--- config.mk ---
export PLATFORM = sky130hd
export DESIGN_NAME = pr_iter_sched
export DESIGN_NICKNAME = d
export VERILOG_FILES = /design/src/rtl/pr_iter_sched.sv
export SDC_FILE = /design/constraint.sdc
export NUM_CORES = 1
export LEC_CHECK = 0
export BUFFER_PORTS_ARGS = -buffer_cell sky130_fd_sc_hd__buf_2
export CORE_ASPECT_RATIO = 0.6
export CORE_MARGIN = 2
export CORE_UTILIZATION = 53
export DETAILED_ROUTE_END_ITERATION = 8
export PLACE_DENSITY = 0.82
export SYNTH_ARGS = -nofsm -noshare
export SYNTH_HDL_FRONTEND = slang
export SYNTH_SLANG_ARGS = --single-unit
--- constraint.sdc ---
create_clock -name clk -period 3.6 [get_ports clk]
set_input_delay 0.36 -clock clk [delete_from_list [all_inputs] [get_ports clk]]
set_output_delay 0.36 -clock clk [all_outputs]
set_load 0.01 [all_outputs]
--- src/rtl/pr_iter_sched.sv ---
// Iteration scheduler for one PageRank ant.
// Each iteration strobes every local page once, then walks the global page
// space and issues one NoC request per linked remote page, waiting for the
// matching response (or a timeout) before moving to the next candidate.
// Handshake: a request transfers on a cycle where req_valid and req_ready
// are both high; req_page is held stable while req_valid waits for
// req_ready. A response is taken only when rsp_valid is high and rsp_page
// equals the outstanding req_page.
module pr_iter_sched #(
  parameter int N       = 16,
  parameter int M       = 64,
  parameter int WIDTH   = 16,
  parameter int TIMEOUT = 255
) (
  input  logic         clk,
  input  logic         reset,
  input  logic         start,
  input  logic [7:0]   num_iter,
  input  logic [1:0]   id,
  input  logic [M-1:0] remote_mask,
  output logic         upd_valid,
  output logic [5:0]   upd_page,
  output logic         req_valid,
  output logic [5:0]   req_page,
  input  logic         req_ready,
  input  logic         rsp_valid,
  input  logic [5:0]   rsp_page,
  output logic         busy,
  output logic         done,
  output logic [7:0]   iter_cnt,
  output logic         timeout_err
);

  // WIDTH is carried only so the datapath parameter set stays uniform; it
  // does not shape any logic here, so it is folded in with zero weight.
  localparam int PW = $clog2(M);
  localparam int GW = PW + 1;
  localparam int TW = $clog2(TIMEOUT + 1) + (WIDTH * 0);

  typedef enum logic [2:0] {
    S_IDLE  = 3'd0,
    S_LOCAL = 3'd1,
    S_SCAN  = 3'd2,
    S_REQ   = 3'd3,
    S_WAIT  = 3'd4,
    S_NEXT  = 3'd5,
    S_DONE  = 3'd6
  } state_t;

  state_t        state_q;
  logic [GW-1:0] g_q;
  logic [TW-1:0] tmo_q;
  logic [7:0]    num_iter_q;
  logic [7:0]    iter_cnt_q;
  logic          upd_valid_q;
  logic [5:0]    upd_page_q;
  logic          req_valid_q;
  logic [5:0]    req_page_q;
  logic          busy_q;
  logic          done_q;
  logic          timeout_err_q;

  logic [GW-1:0] own_lo;
  logic          in_own;
  logic          eligible;
  logic          g_last;
  logic          rsp_match;
  logic          tmo_hit;
  logic [GW-1:0] g_d;
  logic [7:0]    iter_cnt_d;

  // Candidate qualification, scan-wrap detection and counter next values.
  always_comb begin
    own_lo     = GW'(id) * GW'(N);
    in_own     = (g_q >= own_lo) && (g_q < own_lo + GW'(N));
    eligible   = remote_mask[g_q[PW-1:0]] && !in_own;
    g_last     = (g_q == GW'(M - 1));
    g_d        = g_q + GW'(1);
    rsp_match  = rsp_valid && (rsp_page == req_page_q);
    tmo_hit    = (tmo_q == TW'(TIMEOUT - 1));
    iter_cnt_d = (iter_cnt_q == 8'hFF) ? 8'hFF : iter_cnt_q + 8'd1;
  end

  // Scheduler FSM; every output is registered alongside the state.
  always_ff @(posedge clk or posedge reset) begin
    if (reset) begin
      state_q       <= S_IDLE;
      g_q           <= '0;
      tmo_q         <= '0;
      num_iter_q    <= '0;
      iter_cnt_q    <= '0;
      upd_valid_q   <= 1'b0;
      upd_page_q    <= '0;
      req_valid_q   <= 1'b0;
      req_page_q    <= '0;
      busy_q        <= 1'b0;
      done_q        <= 1'b0;
      timeout_err_q <= 1'b0;
    end else begin
      case (state_q)
        S_IDLE: begin
          if (start) begin
            num_iter_q    <= num_iter;
            iter_cnt_q    <= '0;
            timeout_err_q <= 1'b0;
            busy_q        <= 1'b1;
            if (num_iter == 8'd0) begin
              state_q <= S_DONE;
              done_q  <= 1'b1;
            end else begin
              state_q     <= S_LOCAL;
              upd_valid_q <= 1'b1;
              upd_page_q  <= '0;
            end
          end
        end
        S_LOCAL: begin
          // upd_page_q doubles as the local page index.
          if (upd_page_q == 6'(N - 1)) begin
            upd_valid_q <= 1'b0;
            g_q         <= '0;
            state_q     <= S_SCAN;
          end else begin
            upd_page_q <= upd_page_q + 6'd1;
          end
        end
        S_SCAN: begin
          if (eligible) begin
            req_valid_q <= 1'b1;
            req_page_q  <= 6'(g_q);
            state_q     <= S_REQ;
          end else if (g_last) begin
            state_q <= S_NEXT;
          end else begin
            g_q <= g_d;
          end
        end
        S_REQ: begin
          if (req_ready) begin
            req_valid_q <= 1'b0;
            tmo_q       <= '0;
            state_q     <= S_WAIT;
          end
        end
        S_WAIT: begin
          // A matching response wins over a timeout in the same cycle.
          if (rsp_match || tmo_hit) begin
            if (!rsp_match) timeout_err_q <= 1'b1;
            if (g_last) begin
              state_q <= S_NEXT;
            end else begin
              g_q     <= g_d;
              state_q <= S_SCAN;
            end
          end else begin
            tmo_q <= tmo_q + TW'(1);
          end
        end
        S_NEXT: begin
          iter_cnt_q <= iter_cnt_d;
          if (iter_cnt_d == num_iter_q) begin
            state_q <= S_DONE;
            done_q  <= 1'b1;
          end else begin
            state_q     <= S_LOCAL;
            upd_valid_q <= 1'b1;
            upd_page_q  <= '0;
          end
        end
        S_DONE: begin
          done_q  <= 1'b0;
          busy_q  <= 1'b0;
          state_q <= S_IDLE;
        end
        default: state_q <= S_IDLE;
      endcase
    end
  end

  assign upd_valid   = upd_valid_q;
  assign upd_page    = upd_page_q;
  assign req_valid   = req_valid_q;
  assign req_page    = req_page_q;
  assign busy        = busy_q;
  assign done        = done_q;
  assign iter_cnt    = iter_cnt_q;
  assign timeout_err = timeout_err_q;

endmodule

==> reports/qor.txt, run 1 <==
F_max: 340.0 MHz
Die Wd: 111.7 um
Crit path launch: g_q[0]$_DFFE_PP0P_
Clock Skews: 0.002884 ns
Vias in the first global route: 3216
DR vias: 3704
Register clock-pin slew on the reported worst setup and hold paths: 0.07 ns
Share of layout cells above drive strength 1: 25.82%
Hold Crit Depth: 3
Largest area contributor in the netlist: dfrtp_1
Final hold vios: 0
Ys async rst share: 100.0%
Peak supply drop: 0.0003506 V
# rows: 23
Final period util: 81.69%
Clk sinks: 51
Pin count of the biggest net entering global routing: 52
Mean number of vias per cell: 6.112
Synthesized Nets: 516
Arrival time at the worst endpoint: 3.10 ns
Post-synthesis sequential area ratio: 34.59%
Register area: 0.001276 mm^2
Mean post-synth cell area: 8.806 um^2
Post-CTS sizing: 0
Final antenna-violating net count: 0
Gpl congestion: 0.9528
Proportion of netlist area held by the largest area contributor: 34.59%
CTS Hold Bufs: 0
Critical R2R Capture: req_page[4]$_DFFE_PP0P_
Crit. End Element: register
Leading cell type in the layout, fill and taps excluded: buf_2
Final setup vio count: 0
Hold endpoint: num_iter_q[3]$_DFFE_PP0P_
#FFs+latches synth: 51
Commonest non-fill, non-tap cells in the layout: buf_2, nand2_1, dfrtp_1, nor2_1, a21oi_1
Syn Inst Count: 419
Die height: 68.63 um
Setup Crit Path Kind: register to register
R2R cell count: 11
Clock Path Buffers: 2
CORE AREA: 0.006705 mm^2
# H-tree levels: 2
Grt ovf: 0
Area growth from synthesis to layout: 20.14%
Post-CTS setup buffers: 0
Worst rel slew slack: 27.89%
Filler Cells Inserted: 536
P_leak: 2.112 nW
Status: finished, final reports clean
Unrepaired setup endpoints after global routing: no
Setup TNS: 0 ns
Hold Startpoint: num_iter[3]
Root buf cell: clkbuf_16
Routed wire length per instance: 16.26 um
CP startpoint kind: register
GR Util All Layers: 25.93%
Clock latency on the worst-skew pair: 0.29 ns
Area of the multi-input gates: 0.002256 mm^2
Critical path peak fanout: 12
PortBufs: 109
Initial antenna violation count: 0
DP Wirelength: 7552 um
CTS tree: yes
Worst min path class: input port to register
Num CTS Buffers: 5
Worst-margin pin slew: 1.080 ns
DRT iter0 DRCs: 245
Nets: 615
Total Wirelength: 9853 um
Synth cell types: 60
Synth Warn #: 0
Final slew viol count: 0
Max-cap violations: 0
FF-to-FF Start: g_q[0]$_DFFE_PP0P_
Antenna cells: 0
Die area: 0.007667 mm^2
CP required: 3.76 ns
Initial DRT Pass Iterations: 5
PwrDens: 615.4 mW/mm^2
Flop-to-flop setup slack: 0.66 ns
DRC Markers: 0
Mapped cell area: 0.003690 mm^2
Io pins: 110
Ys flop type: dfrtp_1
Leading post-synthesis cells by cell area: dfrtp_1, nand2_1, mux4_1
Hold Slack: 0.2741 ns
Initial core utilization: 55.03%
First-pass GRT wire length: 15770 um
EDFF count, synth: 0
Fin crit period: 2.941 ns
==> power breakdown <==
part | internal, mW | switching [mW] | leakage [nW]
logic | 0.549 | 0.695 | 1.39
clock network | 0.258 | 0.208 | 0.0679
registers | 0.735 | 0.283 | 0.652
==> per-stage QoR <==
stage / cell area [um^2] / cells / worst slack [ns] / util, % / power, mW
final: 4433 / 606 / 0.6592 / 66.11 / 2.728
after global routing: 4433 / 606 / 0.4056 / 66.11 / 2.913
after CTS: 4433 / 606 / 0.6471 / 66.11 / 2.708
after detailed placement: 4295 / 598 / 0.6795 / 64.06 / 2.237
after global placement: 4295 / 598 / 0.7228 / 64.06 / 2.183
after floorplan: 3690 / 419 / 1.050 / - / 1.863
==> worst max-delay path by stage <==
stage | slack (ns) | cells past startpoint | endpoint
finish | 0.66 | 11 | req_page[4]$_DFFE_PP0P_
global route | 0.41 | 9 | upd_page[1]$_DFFE_PP0P_
CTS | 0.65 | 8 | g_q[4]$_DFFE_PP0P_
detailed placement | 0.68 | 8 | g_q[4]$_DFFE_PP0P_
global placement | 0.72 | 7 | g_q[1]$_DFFE_PP0P_
floorplan | 1.05 | 12 | req_page[0]$_DFFE_PP0P_
==> worst max-delay path, stage by stage, from the launching register on <==
cell	delay [ns]
dfrtp_1	0.61
clkinv_1	0.12
buf_4	0.19
ha_1	0.19
inv_1	0.05
o41ai_1	0.06
a211o_1	0.32
a311oi_1	0.50
nand4_1	0.35
buf_4	0.28
nand2_1	0.06
o21ai_0	0.08
==> cell families (layout without fill, tap and decap cells) <==
group	Yosys count	count (layout)	synth area share (%)
and+or+nand+nor	178	178	23.77
muxes	27	27	12.14
buffers and inverters	39	139	4.273
DFF	51	51	34.59
xor gates and xnor gates	19	19	4.510
adders and majority gates	12	12	4.069
AOI/OAI and AO/OA	93	93	16.65
==> per-layer routing <==
layer  global-route usage, %  wire [um]
met4                   5.247         65
met3                   6.031       1040
met5                       0          0
met1                   36.60       4415
met2                   41.59       4332
==> Yosys cell counts (3+ instances only) <==
cell type / n
nand2b_1: 4
nor4_1: 4
a211oi_1: 3
o21a_1: 3
nor3b_1: 3
nand4_1: 9
nand3_1: 15
clkbuf_1: 20
and3_1: 8
nor2_1: 29
dfrtp_1: 51
a311oi_1: 3
mux4_1: 7
xnor2_1: 7
or3_1: 6
nand2_1: 68
ha_1: 12
mux4_2: 5
a21oi_1: 26
a31oi_1: 6
mux2i_1: 14
a22oi_1: 4
a22o_1: 3
nor2b_1: 5
inv_1: 13
xor2_1: 12
nor3_1: 14
and2_1: 3
o21ai_0: 21
buf_2: 3
==> area by class of cell <==
type,count,area share (%)
timing repair buffer,116,13.49
clock buffer,7,2.992
clock inverter,1,0.1129
inverter,15,1.270
tap,87,2.456
sequential,51,28.79
multi-input combinational,329,50.89
==> flip-flops by register name, indices dropped and copies added (netlist names), 3 cells and up <==
register / cells
g_q: 7
tmo_q: 8
iter_cnt: 8
num_iter_q: 8
upd_page: 6
req_page: 6
state_q: 3
Power figures use the tool's default switching activity.
==> run 2, diff against run 1 <==
Settings changed: CORE_UTILIZATION 53 to 47, PLACE_DENSITY 0.82 to 0.77.
Clock period 3.6 ns to 2.7 ns, I/O delays scaled along.
==> run 2 against run 1 <==
  * Routed wire length up 2.3%
  * Power up 37%
  * Design area up 4.1%
  * Die area up 12%
  * Largest power group unchanged
==> reports/qor.txt, run 2 (synthesized netlist as in run 1, its figures left out) <==
Status: finished, final reports clean
PortBufs: 109 (unchanged)
Arrival time at the worst endpoint: 2.73 ns (-0.37 ns)
Initial core utilization: 49.55% (-5.5 points)
Filler Cells Inserted: 670 (+25%)
Routed wire length per instance: 15.81 um (-2.8%)
CTS tree: yes
Flop-to-flop setup slack: 0.13 ns (-0.53 ns)
DP Wirelength: 7831 um (+3.7%)
Non-Filler Instances: 638 (+5.3%)
R2R cell count: 8 (-3)
Nets: 632 (+2.8%)
Num CTS Buffers: 5 (unchanged)
Worst min path class: input port to register
Max-cap violations: 0 (unchanged)
First-pass GRT wire length: 17030 um (+8.0%)
Register clock-pin slew on the reported worst setup and hold paths: 0.07 ns (about the same)
PwrDens: 807.5 mW/mm^2 (+31%)
Vias in the first global route: 3436 (+6.8%)
Placed insts: 631 (+5.5%)
Commonest non-fill, non-tap cells in the layout: buf_2, nand2_1, dfrtp_1, nor2_1, a21oi_1
Critical path peak fanout: 6 (-6)
DR vias: 3641 (-1.7%)
Gpl congestion: 0.9218 (-3.3%)
FF-to-FF Start: g_q[1]$_DFFE_PP0P_
Grt ovf: 0 (unchanged)
Die area: 0.008598 mm^2 (+12%)
Pin count of the biggest net entering global routing: 38 (-27%)
Clock latency on the worst-skew pair: 0.29 ns (about the same)
Antenna cells: 0 (unchanged)
Final Cell Area: 0.004617 mm^2 (+4.1%)
Leading cell type in the layout, fill and taps excluded: buf_2
Die height: 72.63 um (+5.8%)
Fin crit period: 2.570 ns (-0.3708 ns)
DRC Markers: 0 (unchanged)
# H-tree levels: 2 (unchanged)
Final period util: 95.18% (+13 points)
Total Wirelength: 10080 um (+2.3%)
Die Wd: 118.4 um (+6.0%)
F_max: 389.1 MHz (+14%)
Clk sinks: 51 (unchanged)
Final antenna-violating net count: 0 (unchanged)
# rows: 24 (+4.3%)
Hold Startpoint: num_iter[7]
Area growth from synthesis to layout: 25.13%
DRT iter0 DRCs: 310 (+27%)
Hold endpoint: num_iter_q[7]$_DFFE_PP0P_
Initial antenna violation count: 0 (unchanged)
Clock Skews: 0.008330 ns (+0.005446 ns)
GR Util All Layers: 24.60% (-1.3 points)
CORE AREA: 0.007447 mm^2 (+11%)
Critical R2R Capture: g_q[4]$_DFFE_PP0P_
Final slew viol count: 0 (unchanged)
Initial DRT Pass Iterations: 5 (unchanged)
Mean number of vias per cell: 5.707 (-6.6%)
Hold Crit Depth: 3 (unchanged)
Unrepaired setup endpoints after global routing: no
Peak supply drop: 0.0004009 V (+14%)
Worst rel slew slack: 50.09% (+22 points)
Share of layout cells above drive strength 1: 29.03% (+3.2 points)
DP Area: 0.004449 mm^2 (+3.6%)
Crit path launch: g_q[1]$_DFFE_PP0P_
CP startpoint kind: register
Crit. End Element: register
Setup Crit Path Kind: register to register
Setup TNS: 0 ns (unchanged)
Clock Path Buffers: 2 (unchanged)
P_leak: 2.193 nW (+3.8%)
Root buf cell: clkbuf_16
Worst-margin pin slew: 0.7482 ns (-0.3318 ns)
Post-CTS setup buffers: 0 (unchanged)
Io pins: 110 (unchanged)
Final hold vios: 0 (unchanged)
CP required: 2.86 ns (-0.90 ns)
Final setup vio count: 0 (unchanged)
[run 2: cell count changes in the layout (fill, tap and decap cells not counted), sizes merged]
cell	previous run	this run
clkbuf	7	6
buf	116	132
clkinv	3	2
dlygate4sd3	0	1
[run 2: how the worst max path moves through the flow]
stage	to	slack, ns	cells past startpoint
after floorplan	req_page[0]$_DFFE_PP0P_	0.15	12
final	g_q[4]$_DFFE_PP0P_	0.13	8
after detailed placement	g_q[4]$_DFFE_PP0P_	0.07	8
after global placement	g_q[4]$_DFFE_PP0P_	0.12	8
after CTS	g_q[1]$_DFFE_PP0P_	0.04	7
after global routing	g_q[4]$_DFFE_PP0P_	0.03	10
[run 2: per-layer routing]
metal,wire [um],up-vias,GRT usage (%)
li1,-,1773,-
met1,4886,1713,38.20
met2,4230,151,36.35
met3,929,4,5.547
met4,38,0,2.513
met5,0,-,0
[run 2: layout make-up]
class	count	area [um^2]	area share [%]
clock buffers	6	128.9	2.791
inverters	15	56.30	1.220
multi-input cells	329	2282	49.43
flip-flops and latches	51	1279	27.70
well taps	104	130.1	2.818
repair buffers	133	740.7	16.04
[run 2: stage by stage]
stage / hold WS [ns] / power, mW / setup slack, ns / utilization, %
2_1_floorplan: 0.3754 / 2.484 / 0.1503 / -
3_3_place_gp: 0.2386 / 3.031 / 0.1222 / 59.74
3_5_place_dp: 0.2364 / 3.086 / 0.06668 / 59.74
4_1_cts: 0.1896 / 3.689 / 0.04088 / 61.61
5_1_grt: 0.1950 / 4.036 / 0.02677 / 62.00
6_report: 0.1904 / 3.728 / 0.1300 / 62.00
[run 2: repair_timing]
item	4_1_cts	5_1_grt
hold buffers	1	0
resized for setup	0	8
endpoints found under the setup margin	0	19
hold endpoints to repair	14	0
[run 2: worst max-delay path: stages, from the launching register on]
cell and delay, ns:
dfrtp_2 0.46, mux4_1 0.56, mux4_2 0.51, nor3_2 0.14, a21oi_2 0.07, and4_4 0.23, nor4_4 0.26, xnor2_1 0.14
a21oi_1 0.06
[run 2: power by group]
part	switching (mW)	leakage [nW]	internal [mW]
logic	1.03	1.48	0.830
registers	0.296	0.650	0.983
clock network	0.258	0.0628	0.334
==> run 3, diff against run 2 <==
Settings changed: CORE_MARGIN 2 to not set.
==> run 3 against run 2 <==
  * Via count increased by 4.4%
  * Fmax decreased by 1.5%
  * Utilization increased by 0.99 points
  * Critical endpoint is now state_q[2]$_DFFE_PP0P_
  * Highest routed layer unchanged
  * Sequential power about the same
  * Clock power increased by 23%
  * First-iteration DRC count decreased by 13%
  * Flip-flop and latch count unchanged
  * Die area decreased by 4.4%
  * Hold slack got worse by 0.011 ns
==> reports/qor.txt, run 3 (synthesized netlist as in run 1, its figures left out) <==
FF-to-FF Start: iter_cnt[0]$_DFFE_PP0P_
Clock Skews: 0.006536 ns (-0.001794 ns)
Final hold vios: 0 (unchanged)
Register clock-pin slew on the reported worst setup and hold paths: 0.07 ns (about the same)
Peak supply drop: 0.0004522 V (+13%)
Max-cap violations: 0 (unchanged)
Worst min path class: input port to register
Area growth from synthesis to layout: 26.62%
DRC Markers: 0 (unchanged)
Worst-margin pin slew: 0.7833 ns (+0.03507 ns)
DP Area: 0.004457 mm^2 (+0.17%)
Final antenna-violating net count: 0 (unchanged)
Io pins: 110 (unchanged)
DRT iter0 DRCs: 269 (-13%)
Die Wd: 116.4 um (-1.7%)
Non-Filler Instances: 642 (+0.63%)
# H-tree levels: 2 (unchanged)
Mean number of vias per cell: 5.919 (+3.7%)
Clock latency on the worst-skew pair: 0.30 ns (about the same)
Leading cell type in the layout, fill and taps excluded: buf_2
Grt ovf: 0 (unchanged)
# rows: 24 (unchanged)
Final Cell Area: 0.004672 mm^2 (+1.2%)
Final worst slack: 0.08997 ns (-0.04007 ns)
Fin crit period: 2.610 ns (+0.04007 ns)
Hold Crit Depth: 3 (unchanged)
GR Util All Layers: 26.48% (+1.9 points)
Status: finished, final reports clean
Nets: 635 (+0.47%)
Crit path launch: iter_cnt[0]$_DFFE_PP0P_
Final setup vio count: 0 (unchanged)
CTS tree: yes
Initial core utilization: 49.75% (+0.20 points)
Root buf cell: clkbuf_16
Critical path peak fanout: 4 (-2)
Dpl ws: 0.02387 ns (-0.04281 ns)
Worst rel slew slack: 47.75% (-2.3 points)
F_max: 383.1 MHz (-1.5%)
Commonest non-fill, non-tap cells in the layout: buf_2, nand2_1, dfrtp_1, nor2_1, a21oi_1
Unrepaired setup endpoints after global routing: yes
Pin count of the biggest net entering global routing: 35 (-7.9%)
Final period util: 96.67% (+1.5 points)
CORE AREA: 0.007417 mm^2 (-0.40%)
P_leak: 2.214 nW (+0.96%)
Filler Cells Inserted: 634 (-5.4%)
Hold Startpoint: num_iter[7]
PortBufs: 109 (unchanged)
PwrDens: 841.8 mW/mm^2 (+4.3%)
Initial antenna violation count: 0 (unchanged)
Share of layout cells above drive strength 1: 29.93% (+0.90 points)
DR vias: 3800 (+4.4%)
Routed wire length per instance: 16.12 um (+2.0%)
Vias in the first global route: 3548 (+3.3%)
Area of the multi-input gates: 0.002278 mm^2 (-0.16%)
Crit. End Element: register
Initial DRT Pass Iterations: 5 (unchanged)
First-pass GRT wire length: 17080 um (+0.32%)
Flop-to-flop setup slack: 0.09 ns (-0.04 ns)
DP Wirelength: 7833 um (about the same)
Register area: 0.001280 mm^2 (about the same)
Die area: 0.008220 mm^2 (-4.4%)
Overall power: 3.933 mW (+5.5%)
R2R cell count: 9 (+1)
Setup Crit Path Kind: register to register
Setup TNS: 0 ns (unchanged)
Total Wirelength: 10350 um (+2.6%)
Clock Path Buffers: 2 (unchanged)
Placed insts: 632 (+0.16%)
Final slew viol count: 0 (unchanged)
Num CTS Buffers: 5 (unchanged)
CP required: 2.94 ns (+0.08 ns)
Final design utilization: 62.99% (+0.99 points)
Clk sinks: 51 (unchanged)
Antenna cells: 0 (unchanged)
Arrival time at the worst endpoint: 2.85 ns (+0.12 ns)
Die height: 70.63 um (-2.8%)
Gpl congestion: 0.8783 (-4.7%)
CP startpoint kind: register
Hold Slack: 0.1797 ns (-0.01071 ns)
-- run 3: changes by cell type in the layout (fill, tap and decap cells not counted), sizes merged --
| cell | before | now |
|---|---|---|
| buf | 132 | 135 |
| bufinv | 0 | 1 |
| clkbuf | 6 | 5 |
| clkinvlp | 0 | 1 |
-- run 3: final cells by class --
class / instances / share of cell area [%]
multi-input combinational: 329 / 48.77
clock inverter: 2 / 0.8034
tap: 104 / 2.785
sequential: 51 / 27.40
clock buffer: 5 / 2.678
inverter: 15 / 1.205
timing repair buffer: 136 / 16.36
-- run 3: path summary, 6_finish.rpt --
path | end
min reg2reg | upd_valid$_DFFE_PP0P_
max | state_q[2]$_DFFE_PP0P_
max in group asynchronous | g_q[4]$_DFFE_PP0P_
min | num_iter_q[7]$_DFFE_PP0P_
min in group asynchronous | tmo_q[3]$_DFFE_PP0P_
max reg2reg | state_q[2]$_DFFE_PP0P_
-- run 3: per-layer routing --
layer | global-route usage (%) | share of wire (%) | vias to the layer above
met5 | 0 | 0 | -
met4 | 6.410 | 1.1 | 0
met3 | 7.541 | 11 | 14
met2 | 38.26 | 42 | 214
met1 | 38.95 | 46 | 1792
li1 | - | - | 1780
-- run 3: what timing repair did --
item	4_1_cts	5_1_grt
setup endpoints to repair	1	14
pin swaps	0	2
cloned	0	1
buffers inserted	0	1
hold buffers	1	0
resized for setup	1	10
hold endpoints to repair	17	0
-- run 3: worst max-delay path: stages (launching register included) --
cell and delay (ns):
dfrtp_1 0.38, ha_1 0.26, nand3_1 0.13, xor2_1 0.30
nor3b_1 0.25, o21ai_0 0.21, a211oi_1 0.51, nand2_1 0.18
o311ai_1 0.11, a41o_1 0.20
-- run 3: power by group --
group	switching (mW)	total [mW]	internal [mW]
Clock	0.294	0.726	0.433
Combinational	1.08	1.94	0.856
Sequential	0.283	1.27	0.984
